<file path="src/rtl/hazard_ctrl_pkg.sv">
// Shared definitions for pipeline hazard control.
// MDU state encoding, default latency and register-zero id.
package pipe_ctrl_pkg;
  typedef enum logic {
    MDU_IDLE = 1'b0,
    MDU_BUSY = 1'b1
  } mdu_state_e;

  localparam int MDU_LAT_DEF = 32;
  localparam logic [4:0] REG_ZERO = 5'd0;
endpackage

</file>
<file path="src/rtl/hazard_ctrl_if.sv">
// MDU sequencing bundle between hazard logic and tracker.
// Master issues start; slave reports busy/done.
interface hazard_ctrl_if;
  logic start;
  logic busy;
  logic done;

  modport master (
    output start,
    input  busy,
    input  done
  );

  modport slave (
    input  start,
    output busy,
    output done
  );
endinterface

</file>
<file path="src/rtl/hazard_ctrl_mdu_tracker.sv">
// Multiply/divide occupancy tracker: IDLE/BUSY FSM
// with a down-counter loaded on start.
import pipe_ctrl_pkg::*;

module mdu_tracker #(
  parameter int MDU_LAT = MDU_LAT_DEF
) (
  input  logic        clk,
  input  logic        reset,
  hazard_ctrl_if.slave mdu
);
  localparam int CW = $clog2(MDU_LAT);

  mdu_state_e r_state;
  mdu_state_e w_state_nxt;
  logic [CW-1:0] r_cnt;
  logic [CW-1:0] w_cnt_nxt;

  always_ff @(posedge clk) begin
    if (reset) begin
      r_state <= MDU_IDLE;
      r_cnt   <= '0;
    end else begin
      r_state <= w_state_nxt;
      r_cnt   <= w_cnt_nxt;
    end
  end

  // Counter runs free in BUSY; stalls never freeze it.
  always_comb begin
    w_state_nxt = r_state;
    w_cnt_nxt   = r_cnt;
    mdu.busy    = 1'b0;
    mdu.done    = 1'b0;
    unique case (r_state)
      MDU_IDLE: begin
        if (mdu.start) begin
          w_state_nxt = MDU_BUSY;
          w_cnt_nxt   = CW'(MDU_LAT - 1);
        end
      end
      MDU_BUSY: begin
        mdu.busy = 1'b1;
        if (r_cnt == '0) begin
          mdu.done    = 1'b1;
          w_state_nxt = MDU_IDLE;
        end else begin
          w_cnt_nxt = r_cnt - CW'(1);
        end
      end
      default: w_state_nxt = MDU_IDLE;
    endcase
  end
endmodule

</file>
<file path="src/rtl/hazard_ctrl.sv">
// Pipeline hazard priority: memory wait, branch flush,
// then load-use / MDU interlock; saturating stall counter.
import pipe_ctrl_pkg::*;

module hazard_ctrl #(
  parameter int MDU_LAT = MDU_LAT_DEF,
  parameter int CNT_W   = 16
) (
  input  logic             clk,
  input  logic             reset,
  input  logic [4:0]       id_rs,
  input  logic [4:0]       id_rt,
  input  logic             ex_memread,
  input  logic [4:0]       ex_rt,
  input  logic             ex_branch_taken,
  input  logic             id_mdu_op,
  input  logic             id_mdu_read,
  input  logic             dmem_req,
  input  logic             dmem_ready,
  output logic             pc_stall,
  output logic             stall_ifid,
  output logic             flush_ifid,
  output logic             stall_idex,
  output logic             flush_idex,
  output logic             stall_exmem,
  output logic             stall_memwb,
  output logic             mdu_start,
  output logic             mdu_busy,
  output logic             mdu_done,
  output logic [CNT_W-1:0] stall_count
);
  hazard_ctrl_if u_mdu_if ();

  logic w_mem_wait;
  logic w_load_use;
  logic w_mdu_ilk;
  logic w_hazard;
  logic [CNT_W-1:0] r_stall_cnt;

  assign w_mem_wait = dmem_req & ~dmem_ready;
  assign w_load_use = ex_memread
                    & (ex_rt != REG_ZERO)
                    & ((ex_rt == id_rs) | (ex_rt == id_rt));
  assign w_mdu_ilk  = u_mdu_if.busy
                    & (id_mdu_op | id_mdu_read);
  assign w_hazard   = w_mem_wait | ex_branch_taken
                    | w_load_use | w_mdu_ilk;

  always_comb begin
    pc_stall    = 1'b0;
    stall_ifid  = 1'b0;
    flush_ifid  = 1'b0;
    stall_idex  = 1'b0;
    flush_idex  = 1'b0;
    stall_exmem = 1'b0;
    stall_memwb = 1'b0;
    if (w_mem_wait) begin
      pc_stall    = 1'b1;
      stall_ifid  = 1'b1;
      stall_idex  = 1'b1;
      stall_exmem = 1'b1;
      stall_memwb = 1'b1;
    end else if (ex_branch_taken) begin
      flush_ifid = 1'b1;
      flush_idex = 1'b1;
    end else if (w_load_use | w_mdu_ilk) begin
      pc_stall   = 1'b1;
      stall_ifid = 1'b1;
      flush_idex = 1'b1;
    end
  end

  // Start only from IDLE in a clean cycle; tracker gates on IDLE.
  assign u_mdu_if.start = id_mdu_op & ~w_hazard & ~reset;

  mdu_tracker #(
    .MDU_LAT(MDU_LAT)
  ) u_mdu (
    .clk  (clk),
    .reset(reset),
    .mdu  (u_mdu_if)
  );

  assign mdu_start = u_mdu_if.start & ~u_mdu_if.busy;
  assign mdu_busy  = u_mdu_if.busy;
  assign mdu_done  = u_mdu_if.done;

  always_ff @(posedge clk) begin
    if (reset) begin
      r_stall_cnt <= '0;
    end else if (pc_stall && !(&r_stall_cnt)) begin
      r_stall_cnt <= r_stall_cnt + CNT_W'(1);
    end
  end

  assign stall_count = r_stall_cnt;
endmodule

</file>
<file path="config.mk">
export PLATFORM = sky130hd
export DESIGN_NAME = hazard_ctrl
export DESIGN_NICKNAME = d
export VERILOG_FILES = /design/src/rtl/hazard_ctrl_pkg.sv /design/src/rtl/hazard_ctrl_if.sv /design/src/rtl/hazard_ctrl_mdu_tracker.sv /design/src/rtl/hazard_ctrl.sv
export SDC_FILE = /design/constraint.sdc
export NUM_CORES = 1
export LEC_CHECK = 0
export CAP_MARGIN = 30
export CORE_MARGIN = 5
export CORE_UTILIZATION = 45
export CTS_BUF_LIST = sky130_fd_sc_hd__clkbuf_8
export CTS_CLUSTER_SIZE = 40
export DETAILED_ROUTE_END_ITERATION = 10
export PLACE_DENSITY = 0.81
export REMOVE_ABC_BUFFERS = 1
export SKIP_CTS_REPAIR_TIMING = 1
export SLEW_MARGIN = 40
export SYNTH_ARGS = -nofsm -noshare
export SYNTH_HDL_FRONTEND = slang
export SYNTH_HIERARCHICAL = 1
export SYNTH_SLANG_ARGS = --single-unit
export TNS_END_PERCENT = 100
</file>
<file path="constraint.sdc">
create_clock -name clk -period 4.55 [get_ports clk]
set_clock_uncertainty 0.2 [all_clocks]
set_input_delay 0.455 -clock clk [delete_from_list [all_inputs] [get_ports clk]]
set_output_delay 0.455 -clock clk [all_outputs]
set_load 0.01 [all_outputs]
</file>
Word-level counts from Yosys, hierarchy flattened
Index checks and enable logic that the tools add are counted.
Widths: inputs -> output; s select.
{"block": "classes", "add_sub_neg": 2, "eq_ne": 4, "n_reduce_logical": 6, "muxes": 17, "bitwise_logic": 18}
{"operator": "$add 16x1->16 const B", "count": 1}
{"operator": "$reduce_and 16->1", "count": 1}
{"operator": "$mux 1", "count": 13}
{"operator": "$eq 5x5->1", "count": 2}
{"operator": "$mux 5", "count": 2}
{"operator": "$pmux 5 s2", "count": 1}
{"operator": "$and 1x1->1", "count": 7}
{"operator": "$or 1x1->1", "count": 6}
{"operator": "$logic_not 5->1", "count": 1}
{"operator": "$not 1->1", "count": 5}
{"operator": "$reduce_bool 5->1", "count": 1}
{"operator": "$sub 5x1->5 const B", "count": 1}
{"operator": "$ne 2x2->1 const B", "count": 2}
{"operator": "$pmux 1 s2", "count": 1}
{"operator": "$reduce_and 2->1", "count": 1}
{"operator": "$logic_and 1x1->1", "count": 1}
{"operator": "$logic_not 1->1", "count": 1}
{"block": "totals", "reg_bits": 22, "word_cells": 50, "inputBits": 23, "output_inout_bits": 26}

Logic depth before layout (Yosys ltp)
{"block": "logic_depth", "word_depth": 10, "mapped_depth": 9, "depth_no_buf": 9}

Modules after synthesis
Netlist, hierarchy kept.
{"module": "hazard_ctrl", "area_each_um2": 1108.6, "seq_area_each_um2": 320.3, "n_inst": 1, "cells_per_inst": 133}
{"module": "mdu_tracker", "area_each_um2": 296.5, "seq_area_each_um2": 120.1, "n_inst": 1, "cells_per_inst": 32}

Least setup slack after synthesis
No wires, ideal clock.
{"block": "synth_timing", "path_kind": "input to output", "from": "in ex_rt[1]", "to": "out mdu_start", "n_path_buf": 0, "path_slack_ps": 2104, "t_arrival_ps": 1791, "path_stages": 5, "required_ps": 3895, "cell_sequence": "or4_1 -> o21ai_0 -> o21ai_0 -> nor2_1 -> nor4bb_1"}
{"block": "synth_between", "elab_chain_len": 9, "elab_cells_between_ends": 12, "classes_between": "2 x eq/ne; 9 x bitwise; 1 x reduce/logical"}
{"element": "start: declaration", "line": "hazard_ctrl.sv:14", "rtl": "input logic [4:0] ex_rt,"}
{"element": "$eq 5x5->1 / $reduce_bool 5->1 (equally long branches)", "line": "hazard_ctrl.sv:43, hazard_ctrl.sv:42"}
{"element": "$or 1x1->1 / $and 1x1->1 (equally long branches)", "line": "hazard_ctrl.sv:43, hazard_ctrl.sv:42"}
{"element": "$and 1x1->1 *", "line": "hazard_ctrl.sv:43", "rtl": "& ((ex_rt == id_rs) | (ex_rt == id_rt));"}
{"element": "$or 1x1->1 * (2 in a row)", "line": "hazard_ctrl.sv:47", "rtl": "| w_load_use | w_mdu_ilk;"}
{"element": "$not 1->1 *", "line": "hazard_ctrl.sv:74", "rtl": "assign u_mdu_if.start = id_mdu_op & ~w_hazard & ~reset;"}
{"element": "$and 1x1->1 * (2 in a row)", "line": "hazard_ctrl.sv:74"}
{"element": "$and 1x1->1 *", "line": "hazard_ctrl.sv:84", "rtl": "assign mdu_start = u_mdu_if.start & ~u_mdu_if.busy;"}
{"element": "end: declaration", "line": "hazard_ctrl.sv:27", "rtl": "output logic mdu_start,"}
Every way passes the cells marked *; elsewhere a longest branch is shown, timed or not.

Final worst setup path
Same ends and word-level chain as after synthesis.

==> flow_metrics.env <==
export IMPL_syn_area_per_cell_um2=8.52
export IMPL_htree_levels=1
export IMPL_gr_total_overflow=0
export IMPL_ant_nets=0
export IMPL_rows=20
export IMPL_drc=0
export IMPL_dp_cells=248
export IMPL_cp_end_kind="primary output"
export IMPL_ys_top_cells_by_area="dfxtp_1 (31%), xor2_1 (6.9%), a21oi_1 (4.3%)"
export IMPL_max_freq_ghz=0.295
export IMPL_clock_path_buffers=2
export IMPL_synth_most_common_cell="dfxtp_1"
export IMPL_synth_top_area_cell="dfxtp_1"
export IMPL_initial_core_util_pct=46.4
export IMPL_cap_violations=0
export IMPL_globalplace_congestion=0.790
export IMPL_core_area_um2=3030
export IMPL_status="complete, no violations"
export IMPL_stdcell_count=252
export IMPL_die_h_um=65.9
export IMPL_cts_root_buffer="clkbuf_8"
export IMPL_start_kind="primary input"
export IMPL_min_period_ns=3.39
export IMPL_grt_max_degree=28
export IMPL_crit_required_ns=3.89
export IMPL_power_density_nw_per_um2=230
export IMPL_synth_edf_count=0
export IMPL_via_per_inst=5.50
export IMPL_grt_pass1_wl_um=5660
export IMPL_numPortBuffers=48
export IMPL_yosysTopAreaCellShare_pct=31.3
export IMPL_hold_violations=0
export IMPL_slowest_delay_ns=0.58
export IMPL_die_x_um=65.9
export IMPL_area_growth_pct=36.4
export IMPL_synth_cells=165
export IMPL_crit_slowest_cell="clkdlybuf4s50_1"
export IMPL_drv_slew=0
export IMPL_track_usage_pct=16.3
export IMPL_cp_top_family="buffers and inverters"
export IMPL_diodes=0
export IMPL_rsz0062_at_grt="no"
export IMPL_switchingPower_w=0.000115
export IMPL_synth_seq_cells=22
export IMPL_p_clk_share_pct=31.9
export IMPL_final_util_pct=63.3
export IMPL_ys_top_cells_by_count="dfxtp_1 (22), nor2_1 (16), a21oi_1 (12)"
export IMPL_crit_chain="clkdlybuf4s50_1 > or4_1 > o21ai_0 > o21ai_0 > nor2_1 > nor4bb_1 > clkdlybuf4s50_1"
export IMPL_vias=1386
export IMPL_crit_buf_inv=2
export IMPL_synthArstFlopShare_pct=0
export IMPL_initialDrtViolationCount=53
export IMPL_antenna_found_initial=0
export IMPL_synth_area_um2=1410
export IMPL_n_fill_cell=286
export IMPL_switching_share_pct=26.0
export IMPL_worstSkewPairLatency_ns=0.26
export IMPL_wire_per_inst_um=13.7
export IMPL_tightest_slew_ns=0.668
export IMPL_cp_max_fo=3
export IMPL_cts_tree="yes"
export IMPL_grt_pass1_vias=1401
export IMPL_pin_count=49
export IMPL_ir_worst_vdd_mv=0.0952
export IMPL_numCtsBuffers=3
export IMPL_dieArea_um2=4340
export IMPL_yosysSeqAreaShare_pct=31.3
export IMPL_setup_violations=0
export IMPL_layout_nets=234
export IMPL_pwr_share_comb_pct=21.6
export IMPL_power_total_w=0.000442
export IMPL_internal_power_w=0.000327
export IMPL_layout_drive_gt1_share_pct=13.0
export IMPL_finalSetupTns_ns=0
export IMPL_clk_pin_slew_ns=0.08
export IMPL_first_pass_iters=4
export IMPL_yosysWarnings=6
export IMPL_ys_types=48
export IMPL_crit_arrival_ns=2.74
export IMPL_p_leak_nw=0.635
export IMPL_crit_type="primary input to primary output"
export IMPL_hold_path_class="flop to flop"
export IMPL_relSlewSlack_pct=55.0
export IMPL_numClockSinks=22
export IMPL_period_share_pct=74.5
export IMPL_seq_power_share_pct=46.4
export IMPL_dp_hpwl_um=2720
export IMPL_synthFlopType="dfxtp_1"
export IMPL_routed_wl_um=3440
[power groups by stage]
stage               clock, W  combinational [W]  sequential [W]
floorplan                  0          0.0000456        0.000209
global placement           0          0.0000914        0.000209
detailed placement         0          0.0000960        0.000209
CTS                 0.000142          0.0000963        0.000205
global route        0.000150           0.000104        0.000206
finish              0.000141          0.0000955        0.000205
[layout make-up]
cell class	instances	area [µm²]	area share, %
clock buffers	4	55.1	2.87
inverters	6	22.5	1.17
multi-input cells	127	856	44.6
flip-flops and latches	22	440	23.0
well taps	44	55.1	2.87
repair buffers	49	488	25.5
[worst paths after layout]
kind,start,endpoint,slack [ns],depth (start not counted)
setup / recovery,ex_rt[1],mdu_start,1.16,7
hold / removal,u_mdu/r_cnt[1]$_SDFFE_PP0P_,u_mdu/r_cnt[1]$_SDFFE_PP0P_,0.31,1
setup reg to reg,stall_count[0]$_SDFFE_PP0P_,stall_count[10]$_SDFFE_PP0P_,2.03,7
hold reg to reg,u_mdu/r_cnt[1]$_SDFFE_PP0P_,u_mdu/r_cnt[1]$_SDFFE_PP0P_,0.31,1
[metal layers]
layer  share of wire [%]  global-route usage (%)
met5                   0                       0
met4                 2.6                    7.77
met3                 5.8                    3.40
met2                  51                    30.4
met1                  41                    17.2
[cells in the final DEF, fill, tap and decap left out, types with 4 or more instances in the layout]
master and instances:
a21oi_1 12, a21oi_2 4, clkbuf_8 4, clkdlybuf4s50_1 48, dfxtp_1 22, inv_1 6, nand2_1 8, nand3_1 5
nor2_1 16, nor2b_1 4, nor3_1 4, o21ai_0 4, o21ai_1 10, or3_2 7, xor2_1 11
[metrics by stage]
step	worst slack [ns]	hold WS (ns)	area [µm²]
after floorplan	2.07	0.263	1320
after global placement	1.17	0.280	1860
after detailed placement	1.13	0.293	1860
after CTS	1.13	0.311	1920
after global routing	0.940	0.334	1920
final	1.16	0.309	1920
[registers in the layout (all words and copies together) (netlist names)]
name           flops
u_mdu/r_cnt        5
stall_count       16
u_mdu/r_state      1
[kinds of logic after synthesis]
kind of cell             after synthesis  share of synthesized area, %
AO/OA/AOI/OAI                         43                          19.6
XOR/XNOR                              11                          6.86
adder cells (fa/ha/maj)                2                          1.78
buffers and inverters                 16                          7.75
flip-flops                            22                          31.3
multiplexers                           3                          2.85
AND/OR/NAND/NOR                       68                          29.8
No activity file was read; power rests on OpenSTA's default activity.
